[src/rtl/coin_pkg.sv]
// Shared definitions for the coin-counting datapath.
//  - Coin values in quarters (25 kr units).
//  - Transaction FSM state encoding.
//  - Seven-segment digit table used by the display blocks.
package coin_pkg;

  localparam logic [2:0] Q_BIR      = 3'd4;
  localparam logic [2:0] Q_ELLI     = 3'd2;
  localparam logic [2:0] Q_YIRMIBES = 3'd1;

  typedef enum logic [1:0] {
    IDLE   = 2'd0,
    VEND   = 2'd1,
    CHANGE = 2'd2,
    GAPW   = 2'd3
  } coin_state_e;

  // Segment pattern {g,f,e,d,c,b,a}, active high; non-decimal codes blank.
  function automatic logic [6:0] seg7Digit(input logic [3:0] digit);
    logic [6:0] seg;
    seg = 7'h00;
    case (digit)
      4'd0: seg = 7'h3F;
      4'd1: seg = 7'h06;
      4'd2: seg = 7'h5B;
      4'd3: seg = 7'h4F;
      4'd4: seg = 7'h66;
      4'd5: seg = 7'h6D;
      4'd6: seg = 7'h7D;
      4'd7: seg = 7'h07;
      4'd8: seg = 7'h7F;
      4'd9: seg = 7'h6F;
      default: seg = 7'h00;
    endcase
    return seg;
  endfunction

endpackage

[src/rtl/coin_edge_sync.sv]
// Two-flop synchroniser plus rising-edge detector for one raw coin sensor.
//  clk_i    : system clock
//  reset_ni : synchronous active-low reset
//  sensor_i : asynchronous raw sensor level
//  edge_o   : one-cycle pulse on a synchronised rising edge
module coin_edge_sync (
  input  logic clk_i,
  input  logic reset_ni,
  input  logic sensor_i,
  output logic edge_o
);

  logic sync1_q, sync2_q, prev_q;

  // All three flops reset to 1 so a sensor that is already high when reset
  // is released looks like a steady level, not a fresh coin.
  always_ff @(posedge clk_i) begin
    if (!reset_ni) begin
      sync1_q <= 1'b1;
      sync2_q <= 1'b1;
      prev_q  <= 1'b1;
    end else begin
      sync1_q <= sensor_i;
      sync2_q <= sync1_q;
      prev_q  <= sync2_q;
    end
  end

  assign edge_o = sync2_q & ~prev_q;

endmodule

[src/rtl/coin_accept_ctrl.sv]
// Coin acceptance and transaction controller.
// Credit is kept in quarters; coins are serialised bir > elli > yirmibes,
// vend and change-return are sequenced, change leaves as one-coin pulses.
//  clk_in, reset          : clock, synchronous active-low reset
//  bir, elli, yirmibes    : raw asynchronous coin sensors (4, 2, 1 quarters)
//  vend_req, cancel       : synchronous requests, honoured only in IDLE
//  credit_q, coin_cnt     : current credit (quarters), coins this transaction
//  busy                   : state is not IDLE
//  vend_pulse, ret_*      : registered one-cycle dispense / change strobes
//  reject                 : registered one-cycle overflow strobe
module coin_accept_ctrl
  import coin_pkg::*;
#(
  parameter int PRICE_Q      = 6,
  parameter int CREDIT_MAX_Q = 39,
  parameter int CW           = 6,
  parameter int GAP          = 2
) (
  input  logic          clk_in,
  input  logic          reset,
  input  logic          bir,
  input  logic          elli,
  input  logic          yirmibes,
  input  logic          vend_req,
  input  logic          cancel,
  output logic [CW-1:0] credit_q,
  output logic [7:0]    coin_cnt,
  output logic          busy,
  output logic          vend_pulse,
  output logic          ret_bir,
  output logic          ret_elli,
  output logic          ret_yirmibes,
  output logic          reject
);

  localparam logic [CW-1:0] PRICE_C      = CW'(PRICE_Q);
  localparam logic [CW:0]   CREDIT_MAX_C = (CW+1)'(CREDIT_MAX_Q);
  localparam logic [7:0]    GAP_LAST     = 8'(GAP - 1);

  coin_state_e   state_q, state_d;
  logic [CW-1:0] creditAcc_q, creditAcc_d;
  logic [7:0]    coinCnt_q, coinCnt_d;
  logic [7:0]    gapCnt_q, gapCnt_d;
  logic [2:0]    pend_q;
  logic [2:0]    coinEdge;
  logic [2:0]    svcMask;
  logic [2:0]    coinVal;
  logic [CW:0]   creditSum;
  logic          vendPulse_q, vendPulse_d;
  logic          retBir_q, retBir_d;
  logic          retElli_q, retElli_d;
  logic          retYirmibes_q, retYirmibes_d;
  logic          reject_q, reject_d;

  // Bit order everywhere: [2] = bir, [1] = elli, [0] = yirmibes.
  coin_edge_sync uSyncBir (
    .clk_i(clk_in), .reset_ni(reset), .sensor_i(bir), .edge_o(coinEdge[2])
  );
  coin_edge_sync uSyncElli (
    .clk_i(clk_in), .reset_ni(reset), .sensor_i(elli), .edge_o(coinEdge[1])
  );
  coin_edge_sync uSyncYirmibes (
    .clk_i(clk_in), .reset_ni(reset), .sensor_i(yirmibes), .edge_o(coinEdge[0])
  );

  // Arbiter, accumulator and FSM next-state. A pending coin is serviced
  // before any request; the sum is one bit wider so overflow is visible.
  always_comb begin
    state_d       = state_q;
    creditAcc_d   = creditAcc_q;
    coinCnt_d     = coinCnt_q;
    gapCnt_d      = gapCnt_q;
    svcMask       = 3'b000;
    coinVal       = 3'd0;
    creditSum     = {1'b0, creditAcc_q};
    vendPulse_d   = 1'b0;
    retBir_d      = 1'b0;
    retElli_d     = 1'b0;
    retYirmibes_d = 1'b0;
    reject_d      = 1'b0;

    case (state_q)
      IDLE: begin
        if (pend_q != 3'b000) begin
          if (pend_q[2]) begin
            svcMask = 3'b100;
            coinVal = Q_BIR;
          end else if (pend_q[1]) begin
            svcMask = 3'b010;
            coinVal = Q_ELLI;
          end else begin
            svcMask = 3'b001;
            coinVal = Q_YIRMIBES;
          end
          creditSum = {1'b0, creditAcc_q} + (CW+1)'(coinVal);
          if (creditSum <= CREDIT_MAX_C) begin
            creditAcc_d = creditSum[CW-1:0];
            if (coinCnt_q != 8'hFF) begin
              coinCnt_d = coinCnt_q + 8'd1;
            end
          end else begin
            reject_d = 1'b1;
          end
        end else if (vend_req) begin
          if (creditAcc_q >= PRICE_C) begin
            state_d = VEND;
          end
        end else if (cancel && (creditAcc_q != '0)) begin
          state_d = CHANGE;
        end
      end

      VEND: begin
        vendPulse_d = 1'b1;
        creditAcc_d = creditAcc_q - PRICE_C;
        if (creditAcc_d != '0) begin
          state_d = CHANGE;
        end else begin
          state_d   = IDLE;
          coinCnt_d = 8'd0;
        end
      end

      CHANGE: begin
        if (creditAcc_q >= CW'(Q_BIR)) begin
          retBir_d    = 1'b1;
          creditAcc_d = creditAcc_q - CW'(Q_BIR);
        end else if (creditAcc_q >= CW'(Q_ELLI)) begin
          retElli_d   = 1'b1;
          creditAcc_d = creditAcc_q - CW'(Q_ELLI);
        end else begin
          retYirmibes_d = 1'b1;
          creditAcc_d   = creditAcc_q - CW'(Q_YIRMIBES);
        end
        if (creditAcc_d == '0) begin
          state_d   = IDLE;
          coinCnt_d = 8'd0;
        end else begin
          state_d  = GAPW;
          gapCnt_d = 8'd0;
        end
      end

      GAPW: begin
        if (gapCnt_q == GAP_LAST) begin
          state_d  = CHANGE;
          gapCnt_d = 8'd0;
        end else begin
          gapCnt_d = gapCnt_q + 8'd1;
        end
      end

      default: state_d = IDLE;
    endcase
  end

  // State, accumulator and strobe registers. A fresh edge on a coin whose
  // flag is still set simply keeps it set, so the two arrivals merge.
  always_ff @(posedge clk_in) begin
    if (!reset) begin
      state_q       <= IDLE;
      creditAcc_q   <= '0;
      coinCnt_q     <= 8'd0;
      gapCnt_q      <= 8'd0;
      pend_q        <= 3'b000;
      vendPulse_q   <= 1'b0;
      retBir_q      <= 1'b0;
      retElli_q     <= 1'b0;
      retYirmibes_q <= 1'b0;
      reject_q      <= 1'b0;
    end else begin
      state_q       <= state_d;
      creditAcc_q   <= creditAcc_d;
      coinCnt_q     <= coinCnt_d;
      gapCnt_q      <= gapCnt_d;
      pend_q        <= (pend_q & ~svcMask) | coinEdge;
      vendPulse_q   <= vendPulse_d;
      retBir_q      <= retBir_d;
      retElli_q     <= retElli_d;
      retYirmibes_q <= retYirmibes_d;
      reject_q      <= reject_d;
    end
  end

  assign credit_q     = creditAcc_q;
  assign coin_cnt     = coinCnt_q;
  assign busy         = (state_q != IDLE);
  assign vend_pulse   = vendPulse_q;
  assign ret_bir      = retBir_q;
  assign ret_elli     = retElli_q;
  assign ret_yirmibes = retYirmibes_q;
  assign reject       = reject_q;

endmodule

[config.mk]
export PLATFORM = sky130hd
export DESIGN_NAME = coin_accept_ctrl
export DESIGN_NICKNAME = d
export VERILOG_FILES = /design/src/rtl/coin_pkg.sv /design/src/rtl/coin_edge_sync.sv /design/src/rtl/coin_accept_ctrl.sv
export SDC_FILE = /design/constraint.sdc
export NUM_CORES = 1
export LEC_CHECK = 0
export CORE_UTILIZATION = 50
export DETAILED_ROUTE_END_ITERATION = 10
export HOLD_SLACK_MARGIN = 0.06
export PLACE_DENSITY = 0.72
export REMOVE_ABC_BUFFERS = 1
export SLEW_MARGIN = 20
export SYNTH_ARGS = -nofsm -noshare
export SYNTH_HDL_FRONTEND = slang
export SYNTH_SLANG_ARGS = --single-unit
[constraint.sdc]
create_clock -name clk_in -period 8.3 [get_ports clk_in]
set_clock_uncertainty 0.2 [all_clocks]
set_input_delay 1.66 -clock clk_in [delete_from_list [all_inputs] [get_ports clk_in]]
set_output_delay 1.66 -clock clk_in [all_outputs]
set_load 0.01 [all_outputs]
==> results.ini <==
[run_status]
status = complete, no violations

[synth]
synthArstFlopShare = 0
synthMostInstantiatedCell = dfxtp_1
synth_flop_cell = dfxtp_1
avgSynthCellArea_um2 = 8.18
yosys-top-cells-count = dfxtp_1, nand2_1, inv_1, nor2_1
ys_types = 63
synthCells = 324
synth_seq_area_share = 0.310
synth_top_area_frac = 0.310
synth_edf_count = 0
synth_top_area_cell = dfxtp_1
yosysWarnings = 0
ys_ff_latch = 41
synth_area_um2 = 2650
netlist_top_cells_area = dfxtp_1, ha_1, nand2_1

[placed_design]
dpl-instance-area_um2 = 2930
dp_hpwl_um = 4290
place_ws_ns = 4.46
io_buffers = 26
gp_congestion = 0.989
dp.cells = 406

[clock_tree]
cts_buffer_depth = 2
clock_sink_count = 41
cts_root_buf = clkbuf_8
cts_inserted_buffers = 5
h-tree-depth = 2
hold_buffers = 0
cts_setup_buffers = 0
clkTransAtPathRegs_ns = 0.09
ctsResizeCount = 0
cts_tree = built
clk-insertion-delay-late_ns = 0.30

[timing]
hold_violations = 0
fin_ws_ns = 4.40
worst_pin_slew_ns = 0.722
slew_headroom = 0.514
finalSetupViolCount = 0
min_period_ns = 3.90
slew_viol_final = 0
finalSetupTns_ns = 0
period_share = 0.470
rsz0062_at_grt = no
fmax_mhz = 256

[worst_setup_path]
rrSetupSlack_ns = 4.40
r2r_end = gapCnt_q[3]
cp_slowest_cell = o31ai_4
arrival_ns = 3.94
critPathTopFamily = simple AND/OR/NAND/NOR gates
critPathLaunchType = flip-flop
reg2reg_depth = 9
crit_fanout = 17
cpPeakStageDelay_ns = 0.57
worst-path-buf-inv = 1
crit_path_end_kind = flip-flop
r2r_start = credit_q[3]
critPathKind = flip-flop to flip-flop
crit_chain = inv_1, ha_1, or3b_1, or3_4, o21a_1, or4b_4, o31ai_4, o21ai_0, a21oi_1
cp.required_ns = 8.34

[die]
die_h_um = 74.8
initial_core_util = 0.519
pin_count = 27
dieArea_um2 = 5600
coreArea_um2 = 5110
floorplan.die.width_um = 74.8
row_count = 26

[routing]
ant_nets = 0
drt_wl_total_um = 6060
wl_per_cell_um = 14.6
drtIter0Drc = 254
firstDrtPassIters = 4
vias = 2404
vias_per_cell = 5.81
drc = 0

[power]
power_density_nw_per_um2 = 358
peakVddDrop_v = 0.000160
p_leak_nw = 1.15

[global_route]
grt.total_usage = 0.239
grt-ovfl-total = 0
grt_pass1_vias = 2168
antenna_found_initial = 0
grt_max_degree = 39
grt_first_pass_wirelength_um = 10200

[layout]
fillers = 494
drive_above_1_share = 0.0610
final_cells = 414
utilization = 0.596
layout.nets = 371
diodes = 0
area_delta_synth_final_pct = 14.8
fin_area_um2 = 3040

[min_path]
min_from = uSyncElli.sync1_q
holdCritPathClass = flip-flop to flip-flop
hold_end = uSyncElli.sync2_q
hold_depth = 1

[flow_run]
drv_cap = 0

## routing by layer
metal / wire length (um) / part of all wire / global-route usage / vias to the layer above
met4: 164 / 0.027 / 0.0943 / 0
met1: 2800 / 0.46 / 0.320 / 1129
li1: - / - / - / 1200
met2: 2800 / 0.46 / 0.377 / 61
met5: 0 / 0 / 0 / -
met3: 299 / 0.049 / 0.0469 / 14
## kinds of logic after synthesis
group / count (synthesis) / share of synthesized area
muxes: 2 / 0.00755
DFF: 41 / 0.310
buffers and inverters: 36 / 0.0581
and+or+nand+nor: 131 / 0.282
AOI/OAI and AO/OA: 85 / 0.214
xor gates and xnor gates: 8 / 0.0264
adders and majority gates: 21 / 0.102
## cells in the final DEF, fill, tap and decap left out, types with 5 or more instances in the layout
master and count:
a21oi_1 20, and3_1 7, clkbuf_8 7, clkdlybuf4s50_1 26, dfxtp_1 41, ha_1 20
inv_1 21, nand2_1 29, nand2b_1 16, nand3_1 11, nand3b_1 6, nor2_1 21
nor2b_1 7, nor3b_1 6, nor4_1 6, o21ai_0 19, o22ai_1 10, or4_1 5
xnor2_1 6
## registers in the layout (all words and copies together) (netlist names), 2 cells and up
register  count
coin_cnt      8
credit_q      6
gapCnt_q      8
pend_q        3
state_q       2
## where the power goes
group          switching (W)  internal (W)
Sequential         0.0000462      0.000222
Combinational       0.000391      0.000277
Clock              0.0000760     0.0000769
Total               0.000513      0.000576
## how the worst max path moves through the flow
stage / startpoint / endpoint / slack, ns / depth (start not counted)
3_3_place_gp: credit_q[3] / gapCnt_q[3] / 4.60 / 9
6_report: credit_q[3] / gapCnt_q[3] / 4.40 / 9
4_1_cts: credit_q[3] / gapCnt_q[3] / 4.45 / 9
3_5_place_dp: credit_q[3] / gapCnt_q[3] / 4.46 / 9
2_1_floorplan: credit_q[3] / coin_cnt[0] / 4.78 / 9
5_1_grt: credit_q[3] / gapCnt_q[2] / 4.22 / 9
## final cells by class
class	instances	area, um^2	share of cell area
Timing Repair Buffer	27	268	0.0880
Clock buffer	7	96.3	0.0317
Clock inverter	1	8.76	0.00288
Tap cell	70	87.6	0.0288
Multi-Input combinational cell	247	1680	0.553
Inverter	21	78.8	0.0259
Sequential cell	41	821	0.270
## metrics by stage
| stage | hold slack (ns) | power, W |
|---|---|---|
| after detailed placement | 0.191 | 0.000931 |
| after CTS | 0.210 | 0.00109 |
| after global placement | 0.187 | 0.000920 |
| after global routing | 0.241 | 0.00118 |
| final | 0.210 | 0.00109 |
| after floorplan | 0.186 | 0.000757 |
No activity file was read; power rests on OpenSTA's default activity.
